[src/rtl/riscv_lsu_pkg.sv]
// Shared constants, state type and byte-lane helpers for the load-store unit.
package riscv_lsu_pkg;

  localparam int unsigned XLEN   = 32;
  localparam int unsigned BE_W   = XLEN / 8;

  localparam logic [2:0] LDST_B  = 3'd0;
  localparam logic [2:0] LDST_H  = 3'd1;
  localparam logic [2:0] LDST_W  = 3'd2;
  localparam logic [2:0] LDST_BU = 3'd4;
  localparam logic [2:0] LDST_HU = 3'd5;

  typedef enum logic [1:0] {
    IDLE,
    BUSY,
    DONE
  } lsu_state_t;

  // Byte enables from access width (funct3[1:0]) and address offset.
  function automatic logic [BE_W-1:0] lsu_be(input logic [2:0] size, input logic [1:0] off);
    logic [BE_W-1:0] be;
    case (size[1:0])
      2'd0:    be = 4'b0001 << off;
      2'd1:    be = 4'b0011 << {off[1], 1'b0};
      default: be = 4'b1111;
    endcase
    return be;
  endfunction

  // Store data replicated across every lane it may land in.
  function automatic logic [XLEN-1:0] lsu_wd(input logic [2:0] size, input logic [XLEN-1:0] wd);
    logic [XLEN-1:0] res;
    case (size[1:0])
      2'd0:    res = {4{wd[7:0]}};
      2'd1:    res = {2{wd[15:0]}};
      default: res = wd;
    endcase
    return res;
  endfunction

endpackage

[src/rtl/riscv_lsu_if.sv]
// Data-memory request/response bus between the LSU (master) and memory (slave).
interface riscv_lsu_if;
  import riscv_lsu_pkg::*;

  logic            req;
  logic            we;
  logic [BE_W-1:0] be;
  logic [XLEN-1:0] addr;
  logic [XLEN-1:0] wd;
  logic [XLEN-1:0] rd;
  logic            ready;

  modport master (output req, we, be, addr, wd, input rd, ready);
  modport slave  (input req, we, be, addr, wd, output rd, ready);
endinterface

[src/rtl/riscv_lsu_rd_fmt.sv]
// Extracts and extends the addressed byte/half of a loaded word.
module riscv_lsu_rd_fmt
  import riscv_lsu_pkg::*;
(
  input  logic [XLEN-1:0] word,
  input  logic [1:0]      off,
  input  logic [2:0]      size,
  output logic [XLEN-1:0] result
);

  logic [7:0]  byte_sel;
  logic [15:0] half_sel;

  always_comb begin
    byte_sel = 8'(word >> {off, 3'b000});
    half_sel = off[1] ? word[31:16] : word[15:0];
    case (size)
      LDST_B:  result = {{24{byte_sel[7]}}, byte_sel};
      LDST_BU: result = {24'd0, byte_sel};
      LDST_H:  result = {{16{half_sel[15]}}, half_sel};
      LDST_HU: result = {16'd0, half_sel};
      LDST_W:  result = word;
      default: result = '0;
    endcase
  end

endmodule

[src/rtl/riscv_lsu.sv]
// Load-store unit: one handshaked memory transaction per core access, core stalled until done.
module riscv_lsu
  import riscv_lsu_pkg::*;
#(
  parameter int unsigned TIMEOUT_CYCLES = 16
) (
  input  logic             clk_i,
  input  logic             rst_ni,
  input  logic             core_req_i,
  input  logic             core_we_i,
  input  logic [2:0]       core_size_i,
  input  logic [XLEN-1:0]  core_addr_i,
  input  logic [XLEN-1:0]  core_wd_i,
  output logic [XLEN-1:0]  core_rd_o,
  output logic             core_stall_o,
  output logic             core_err_o,
  riscv_lsu_if.master      mem
);

  localparam int unsigned CNT_W = (TIMEOUT_CYCLES < 2) ? 1 : $clog2(TIMEOUT_CYCLES + 1);

  lsu_state_t       state_q, state_d;
  logic [CNT_W-1:0] cnt_q, cnt_d;
  logic             err_q, err_d;
  logic             we_q, we_d;
  logic [1:0]       off_q, off_d;
  logic [2:0]       size_q, size_d;
  logic [XLEN-1:0]  rdata_q, rdata_d;
  logic [XLEN-1:0]  fmt_res;

  logic illegal, misaligned, acc_err, timeout_hit;

  // Access legality on the live core inputs.
  always_comb begin
    illegal    = (core_size_i == 3'd3) || (core_size_i[2:1] == 2'b11) ||
                 (core_we_i && core_size_i[2]);
    misaligned = ((core_size_i[1:0] == 2'd1) && core_addr_i[0]) ||
                 ((core_size_i[1:0] == 2'd2) && (core_addr_i[1:0] != 2'b00));
    acc_err    = illegal || misaligned;
    timeout_hit = (TIMEOUT_CYCLES != 0) && (state_q == BUSY) &&
                  (cnt_q == CNT_W'(TIMEOUT_CYCLES));
  end

  always_ff @(posedge clk_i or negedge rst_ni) begin
    if (!rst_ni) begin
      state_q <= IDLE;
      cnt_q   <= '0;
      err_q   <= 1'b0;
      we_q    <= 1'b0;
      off_q   <= '0;
      size_q  <= '0;
      rdata_q <= '0;
    end else begin
      state_q <= state_d;
      cnt_q   <= cnt_d;
      err_q   <= err_d;
      we_q    <= we_d;
      off_q   <= off_d;
      size_q  <= size_d;
      rdata_q <= rdata_d;
    end
  end

  always_comb begin
    state_d = state_q;
    cnt_d   = cnt_q;
    err_d   = err_q;
    we_d    = we_q;
    off_d   = off_q;
    size_d  = size_q;
    rdata_d = rdata_q;
    unique case (state_q)
      IDLE: begin
        if (core_req_i) begin
          we_d   = core_we_i;
          off_d  = core_addr_i[1:0];
          size_d = core_size_i;
          if (acc_err) begin
            err_d   = 1'b1;
            state_d = DONE;
          end else if (mem.ready) begin
            rdata_d = mem.rd;
            err_d   = 1'b0;
            state_d = DONE;
          end else begin
            cnt_d   = CNT_W'(1);
            state_d = BUSY;
          end
        end
      end
      BUSY: begin
        // Abort wins: the request is already withdrawn in the timeout cycle.
        if (timeout_hit) begin
          err_d   = 1'b1;
          state_d = DONE;
        end else if (mem.ready) begin
          rdata_d = mem.rd;
          err_d   = 1'b0;
          state_d = DONE;
        end else begin
          cnt_d = cnt_q + CNT_W'(1);
        end
      end
      DONE: begin
        err_d   = 1'b0;
        state_d = IDLE;
      end
      default: state_d = IDLE;
    endcase
  end

  riscv_lsu_rd_fmt u_rd_fmt (
    .word   (rdata_q),
    .off    (off_q),
    .size   (size_q),
    .result (fmt_res)
  );

  always_comb begin
    core_stall_o = rst_ni && (((state_q == IDLE) && core_req_i) || (state_q == BUSY));
    mem.req      = rst_ni && (((state_q == IDLE) && core_req_i && !acc_err) ||
                              ((state_q == BUSY) && !timeout_hit));
    mem.we       = core_we_i && mem.req;
    mem.be       = mem.req ? lsu_be(core_size_i, core_addr_i[1:0]) : '0;
    mem.addr     = core_addr_i;
    mem.wd       = lsu_wd(core_size_i, core_wd_i);
    core_err_o   = err_q;
    core_rd_o    = ((state_q == DONE) && !err_q && !we_q) ? fmt_res : '0;
  end

endmodule

[src/flat_wrapper.sv]
// flat-port wrapper written by rule: the top's interface ports become plain ports
module riscv_lsu_flat import riscv_lsu_pkg::*;
#(
  parameter int unsigned TIMEOUT_CYCLES = 16
)
  (clk_i, rst_ni, core_req_i, core_we_i, core_size_i, core_addr_i, core_wd_i, core_rd_o, core_stall_o, core_err_o, mem_req, mem_we, mem_be, mem_addr, mem_wd, mem_rd, mem_ready);
  riscv_lsu_if mem_i ();
  input  logic clk_i;
  input  logic rst_ni;
  input  logic core_req_i;
  input  logic core_we_i;
  input  logic [2:0] core_size_i;
  input  logic [XLEN-1:0] core_addr_i;
  input  logic [XLEN-1:0] core_wd_i;
  output logic [XLEN-1:0] core_rd_o;
  output logic core_stall_o;
  output logic core_err_o;
  output wire logic [$bits(mem_i.req)-1:0] mem_req;
  output wire logic [$bits(mem_i.we)-1:0] mem_we;
  output wire logic [$bits(mem_i.be)-1:0] mem_be;
  output wire logic [$bits(mem_i.addr)-1:0] mem_addr;
  output wire logic [$bits(mem_i.wd)-1:0] mem_wd;
  input wire logic [$bits(mem_i.rd)-1:0] mem_rd;
  input wire logic [$bits(mem_i.ready)-1:0] mem_ready;
  assign mem_req = mem_i.req;
  assign mem_we = mem_i.we;
  assign mem_be = mem_i.be;
  assign mem_addr = mem_i.addr;
  assign mem_wd = mem_i.wd;
  assign mem_i.rd = mem_rd;
  assign mem_i.ready = mem_ready;
  riscv_lsu #(.TIMEOUT_CYCLES(TIMEOUT_CYCLES)) u_core (.clk_i(clk_i), .rst_ni(rst_ni), .core_req_i(core_req_i), .core_we_i(core_we_i), .core_size_i(core_size_i), .core_addr_i(core_addr_i), .core_wd_i(core_wd_i), .core_rd_o(core_rd_o), .core_stall_o(core_stall_o), .core_err_o(core_err_o), .mem(mem_i));
endmodule
[config.mk]
export PLATFORM = sky130hd
export DESIGN_NAME = riscv_lsu_flat
export DESIGN_NICKNAME = d
export VERILOG_FILES = /design/src/rtl/riscv_lsu_pkg.sv /design/src/rtl/riscv_lsu_if.sv /design/src/rtl/riscv_lsu_rd_fmt.sv /design/src/rtl/riscv_lsu.sv /design/src/flat_wrapper.sv
export SDC_FILE = /design/constraint.sdc
export NUM_CORES = 1
export LEC_CHECK = 0
export BUFFER_PORTS_ARGS = -buffer_cell sky130_fd_sc_hd__buf_2
export CORE_MARGIN = 5
export CORE_UTILIZATION = 44
export CTS_CLUSTER_DIAMETER = 40
export CTS_CLUSTER_SIZE = 14
export DETAILED_ROUTE_END_ITERATION = 8
export GPL_ROUTABILITY_DRIVEN = 0
export MAX_ROUTING_LAYER = met4
export PLACE_DENSITY_LB_ADDON = 0.08
export SETUP_SLACK_MARGIN = 0.15
export SLEW_MARGIN = 20
export SYNTH_ARGS = -nofsm -noshare
export SYNTH_HDL_FRONTEND = slang
export SYNTH_SLANG_ARGS = --single-unit
[constraint.sdc]
create_clock -name clk_i -period 2.4 [get_ports clk_i]
set_input_delay 0.24 -clock clk_i [delete_from_list [all_inputs] [get_ports clk_i]]
set_output_delay 0.24 -clock clk_i [all_outputs]
set_load 0.01 [all_outputs]
# --- After elaboration in Yosys (flattened, before gate mapping) ---
# Cells that the tools add are included.
classes:
  add_sub_neg: 1
  eq_ne: 17
  shifts: 3
  n_mux: 28
  n_reduce_logical: 33
ops:
  columns: ["op", "n"]
  rows:
  - ["two-way mux 32 bit", 5]
  - ["case mux 32 bit (5 select lines)", 1]
  - ["case mux 32 bit (2 select lines)", 2]
  - ["right shift 32 x 5 -> 8 bit", 1]
  - ["two-way mux 5 bit", 5]
  - ["two-way mux 16 bit", 1]
  - ["logical AND 1 bit", 12]
  - ["two-way mux 2 bit", 5]
  - ["!= test 2 bit (second input constant)", 5]
  - ["case mux 5 bit (2 select lines)", 1]
  - ["case mux 4 bit (2 select lines)", 1]
  - ["== test 2 bit (second input constant)", 3]
  - ["== test 3 x 2 -> 1 bit (second input constant)", 2]
  - ["== test 3 bit (second input constant)", 2]
  - ["logical OR 1 bit", 6]
  - ["AND reduction 2 bit", 3]
  - ["AND reduction 6 bit", 1]
  - ["adder 5 x 1 -> 5 bit (second input constant)", 1]
  - ["== test 5 bit (second input constant)", 1]
  - ["== test 2 x 1 -> 1 bit (second input constant)", 2]
  - ["zero test 1 bit", 4]
  - ["zero test 2 bit", 2]
  - ["two-way mux 1 bit", 4]
  - ["two-way mux 4 bit", 1]
  - ["10 further kinds", 11]
word_totals:
  regBits: 46
  inputBits: 104
  wordCells: 89

# --- Logic depth before layout (Yosys ltp) ---
logic_depth:
  word_depth: 9
  mapped_depth: 6
  ltp_nobuf: 5

# --- Hierarchy ---
# From an unflattened synthesis, not the netlist that was laid out.
unflattened:
  hier_cells: 381
  hier_area_um2: 3844.9
modules_own_cells:
  columns: ["mod", "instances", "cells_each", "area_each_um2"]
  rows:
  - ["riscv_lsu", 1, 270, 3022.9]
  - ["riscv_lsu_rd_fmt", 1, 111, 822.0]

# --- Worst setup path before layout ---
# OpenSTA, ideal clock, no wires.
synth_path:
  path_kind: "register to output"
  start: "register u_core.rdata_q[31]"
  end: "output core_rd_o[21]"
  arrival_ns: 1.587
  slack_ns: 0.573
  path_stages_with_launch: 6
  n_path_buf: 1
  cell_sequence: "dfrtp_1 mux4_2 nand2_1 o21a_1 clkbuf_1 a21oi_1"
synth_between:
  elab_chain_len: 3
synth_lines:
  columns: ["element", "line_no", "text"]
  rows:
  - ["from (decl)", "riscv_lsu.sv:28", "logic [XLEN-1:0] rdata_q, rdata_d;"]
  - ["from (signal assigned)", "riscv_lsu.sv:60", "rdata_q <= rdata_d;"]
  - ["right shift 32 x 5 -> 8 bit or two-way mux 16 bit (tied branches)", "riscv_lsu_rd_fmt.sv:15, riscv_lsu_rd_fmt.sv:16", null]
  - ["case mux 32 bit (5 select lines) (*)", "riscv_lsu_rd_fmt.sv:17", "case (size)"]
  - ["two-way mux 32 bit (*)", "riscv_lsu.sv:128", "core_rd_o = ((state_q == DONE) && !err_q && !we_q) ? fmt_res : '0;"]
  - ["to (decl)", "flat_wrapper.sv:15", "output logic [XLEN-1:0] core_rd_o;"]
# Every way passes the cells marked *; elsewhere a longest branch is shown, timed or not.

# --- Worst setup path after layout ---
layout_path:
  start: "register u_core.off_q[1]"
  end: "output core_rd_o[9]"
layout_between:
  elab_chain_len: 3
layout_lines:
  columns: ["element", "line_no", "text"]
  rows:
  - ["from (decl)", "riscv_lsu.sv:26", "logic [1:0] off_q, off_d;"]
  - ["from (signal assigned)", "riscv_lsu.sv:50", "off_q <= '0;"]
  - ["from (signal assigned)", "riscv_lsu.sv:58", "off_q <= off_d;"]
  - ["right shift 32 x 5 -> 8 bit or two-way mux 16 bit (tied branches)", "riscv_lsu_rd_fmt.sv:15, riscv_lsu_rd_fmt.sv:16", null]
  - ["case mux 32 bit (5 select lines) (*)", "riscv_lsu_rd_fmt.sv:17", null]
  - ["two-way mux 32 bit (*)", "riscv_lsu.sv:128", null]
# Marked as above.

==> metrics.log <==
INFO  metric final.min_clock_period = 2.202 ns
INFO  metric vdd_drop_max = 0.3490 mV
INFO  metric postSynthAreaPerCell = 9.865 sq um
INFO  metric port_buffers = 147
INFO  metric final.hold.worst_slack = 0.1692 ns
INFO  metric globalRoute.totalOverflow = 0
INFO  metric power.density = 899.4 nW/um^2
INFO  metric synth-async-reset-ratio = 100.0%
INFO  metric synth_enable_flop_cells = 0
INFO  metric design_power_total = 3.666 mW
INFO  metric totalNegativeSetupSlack = 0 ns
INFO  metric synthToLayoutAreaGrowth = 22.62%
INFO  metric post_synth_instance_area = 3324 sq um
INFO  metric clk-insertion-delay-late = 0.29 ns
INFO  metric synth-xor-area-share = 0%
INFO  metric postSynthRegisterBits = 46
INFO  metric first_global_vias = 2922
INFO  metric cts_buffer_depth = 2
INFO  metric simple_logic_cell_fraction_of_the_synthesized_area = 10.65%
INFO  metric worstPathMaxFanout = 11
INFO  metric clock-skew-final = 0.009886 ns
INFO  metric synth_largest_type_area_fraction = 34.63%
INFO  metric clock.fmax = 0.4541 GHz
INFO  metric status = completed
INFO  metric initialDrtViolationCount = 169
INFO  metric cap_violations = 0
INFO  metric synth.lib_cells_used.distinct = 38
INFO  metric totalWireLength = 9446 microns
INFO  metric ios = 208
INFO  metric viasPerCell = 5.173
INFO  metric synth.most_common_cell = sky130_fd_sc_hd__dfrtp_1
INFO  metric logic_depth_of_the_worst_register_to_register_path = 6
INFO  metric critPathArrivalTime = 1.96 ns
INFO  metric drive_gt1_share = 52.33%
INFO  metric numClockSinks = 46
INFO  metric timing_worst_slew_pin_value = 0.6003 ns
INFO  metric design.die.area = 9393 sq um
INFO  metric tritoncts = done
INFO  metric main_flop_type_after_synthesis = sky130_fd_sc_hd__dfrtp_1
INFO  metric seq_area_frac_synth = 34.63%
INFO  metric design.final.nets = 556
INFO  metric synthTopCellsByCount = sky130_fd_sc_hd__dfrtp_1, sky130_fd_sc_hd__buf_4, sky130_fd_sc_hd__nand2_1
INFO  metric antenna_cell_count = 0
INFO  metric hp-class = primary input to flop
INFO  metric synth.area.mux_share = 25.71%
INFO  metric final_worst_path_period_share = 91.75%
INFO  metric timing_max_transition_violations_final = 0
INFO  metric design_area = 4076 sq um
INFO  metric design.core.area = 7292 sq um
INFO  metric placementRows = 31
INFO  metric grt_usage = 20.33%
INFO  metric detailedRoute.firstPassIterationCount = 4
INFO  metric critical_path_class = flop to primary output
INFO  metric syn_inst = 337
INFO  metric number_of_antenna_violations_at_the_first_check_in_global_routing = 0
INFO  metric endpoint_kind = primary output
INFO  metric leakage = 2.112 nW
INFO  metric synth-warning-count = 0
INFO  metric dp_hpwl = 7424 microns
INFO  metric unrepaired_setup_endpoints_after_global_routing = yes
INFO  metric initial_core_util = 45.59%
INFO  metric worst_ep_required_time = 2.16 ns
INFO  metric synth_fa_ha_area_share = 0.7527%
INFO  metric grt_start_max_net_pins = 33
INFO  metric hold_viol = 0
INFO  metric netlist_top_cells_area = sky130_fd_sc_hd__dfrtp_1, sky130_fd_sc_hd__mux2_4, sky130_fd_sc_hd__buf_4, sky130_fd_sc_hd__mux2_2, sky130_fd_sc_hd__a21oi_1
INFO  metric cts.repair_timing.setup_buffer_count = 0
INFO  metric tritoncts.num_buffers = 5
INFO  metric setup_violations = 0
INFO  metric dominant_combinational_cell_family_by_area_after_synthesis = multiplexers
INFO  metric detailed_place.area = 3921 sq um
INFO  metric antenna_left = 0
INFO  metric clk_pin_slew = 0.09 ns
INFO  metric global_route_wire_length_before_repair = 15350 microns
INFO  metric synth_nets = 443
INFO  metric route.detailed.wl_per_inst = 17.17 microns
INFO  metric drcViolationCount = 0
INFO  metric cts.htree.levels = 2
INFO  metric dieHeight = 96.92 microns
INFO  metric dieWidth = 96.92 microns
INFO  metric synth_compound_area_share = 15.81%
INFO  metric normalized_max_slew_margin = 59.90%
INFO  metric clock-root-buffer = sky130_fd_sc_hd__clkbuf_8
INFO  metric timing.critical_path.from_type = flop
INFO  metric vias = 2845
INFO  metric synth_area_leader_cell = sky130_fd_sc_hd__dfrtp_1
INFO  metric hold_path_stages = 2
## worst max-delay path: stages (launching register included)
cell and delay (ns):
sky130_fd_sc_hd__dfrtp_1 0.37, sky130_fd_sc_hd__buf_4 0.20, sky130_fd_sc_hd__inv_1 0.10, sky130_fd_sc_hd__nor2_1 0.33
sky130_fd_sc_hd__buf_4 0.21, sky130_fd_sc_hd__a22oi_1 0.08, sky130_fd_sc_hd__a21oi_1 0.21, sky130_fd_sc_hd__buf_2 0.16
## flip-flops by register name, indices dropped and copies added, names as in the netlist
register,cells
u_core.cnt_q,5
u_core.core_err_o,1
u_core.off_q,2
u_core.rdata_q,32
u_core.size_q,3
u_core.state_q,2
u_core.we_q,1
## timing repair
action | 4_1_cts | 5_1_grt
hold buffers | 1 | 0
endpoints found under the setup margin | 33 | 23
gates resized for setup | 9 | 2
hold endpoints to repair | 46 | 0
## final timing paths
kind / start / end / slack (ns)
hold reg to reg: u_core.we_q / u_core.we_q / 0.51
min in group asynchronous: rst_ni / u_core.state_q[1] / 0.52
setup reg to reg: u_core.state_q[1] / u_core.rdata_q[16] / 0.47
max in group asynchronous: rst_ni / u_core.rdata_q[9] / 1.61
setup / recovery: u_core.off_q[1] / core_rd_o[9] / 0.20
hold / removal: mem_rd[26] / u_core.rdata_q[26] / 0.17
## metal layers
| layer | vias to the layer above | GRT usage (%) | routed length (microns) |
|---|---|---|---|
| met1 | 1341 | 26.80 | 4253 |
| met5 | - | - | 0 |
| met2 | 111 | 31.90 | 4551 |
| li1 | 1385 | - | - |
| met4 | 0 | 4.536 | 83 |
| met3 | 8 | 4.748 | 558 |
## through the flow
stage                     instances  worst slack, ns  util, %
final                           550           0.1980    55.90
after global routing            550          0.08711    55.90
after CTS                       550           0.1801    55.75
after detailed placement        541           0.2920    53.77
after global placement          541           0.3118    53.77
after floorplan                 337           0.5732        -
## layout by cell type (no fill, tap or decap), types with 2 or more instances in the layout
cell type                     n
sky130_fd_sc_hd__a21boi_0     2
sky130_fd_sc_hd__a21oi_1     32
sky130_fd_sc_hd__a222oi_1     7
sky130_fd_sc_hd__a22oi_1      9
sky130_fd_sc_hd__buf_2      147
sky130_fd_sc_hd__buf_4       11
sky130_fd_sc_hd__clkbuf_1     2
sky130_fd_sc_hd__clkbuf_8     5
sky130_fd_sc_hd__dfrtp_1     46
sky130_fd_sc_hd__ha_1         2
sky130_fd_sc_hd__inv_1        9
sky130_fd_sc_hd__mux2_2      25
sky130_fd_sc_hd__mux2_4      30
sky130_fd_sc_hd__mux2i_1     10
sky130_fd_sc_hd__nand2_1     39
sky130_fd_sc_hd__nand2b_1     3
sky130_fd_sc_hd__nand3_1      3
sky130_fd_sc_hd__nor2_1      15
sky130_fd_sc_hd__nor2b_1      3
sky130_fd_sc_hd__nor3_2       2
sky130_fd_sc_hd__nor3b_1      3
sky130_fd_sc_hd__o21ai_0     17
sky130_fd_sc_hd__o21bai_1     2
sky130_fd_sc_hd__o221ai_1     2
sky130_fd_sc_hd__o2bb2ai_1    3
sky130_fd_sc_hd__or2_2        2
## power breakdown
| group | switching [mW] | internal, mW |
|---|---|---|
| clock | 0.251 | 0.312 |
| sequential | 0.356 | 1.12 |
| combinational | 0.737 | 0.892 |
## final cells by class
type | count | area, sq um
sequential | 46 | 1151
multi-input combinational | 227 | 1802
tap | 99 | 123.9
clock buffer | 7 | 76.32
fill | 704 | 3216
clock inverter | 1 | 30.03
timing repair buffer | 161 | 859.6
inverter | 9 | 33.78
## logic make-up after synthesis
kind of cell	after synthesis
AOI/OAI and AO/OA	82
adders and majority gates	2
buffers and inverters	64
DFF	46
muxes	66
and+or+nand+nor	77
No activity file was read; power rests on OpenSTA's default activity.
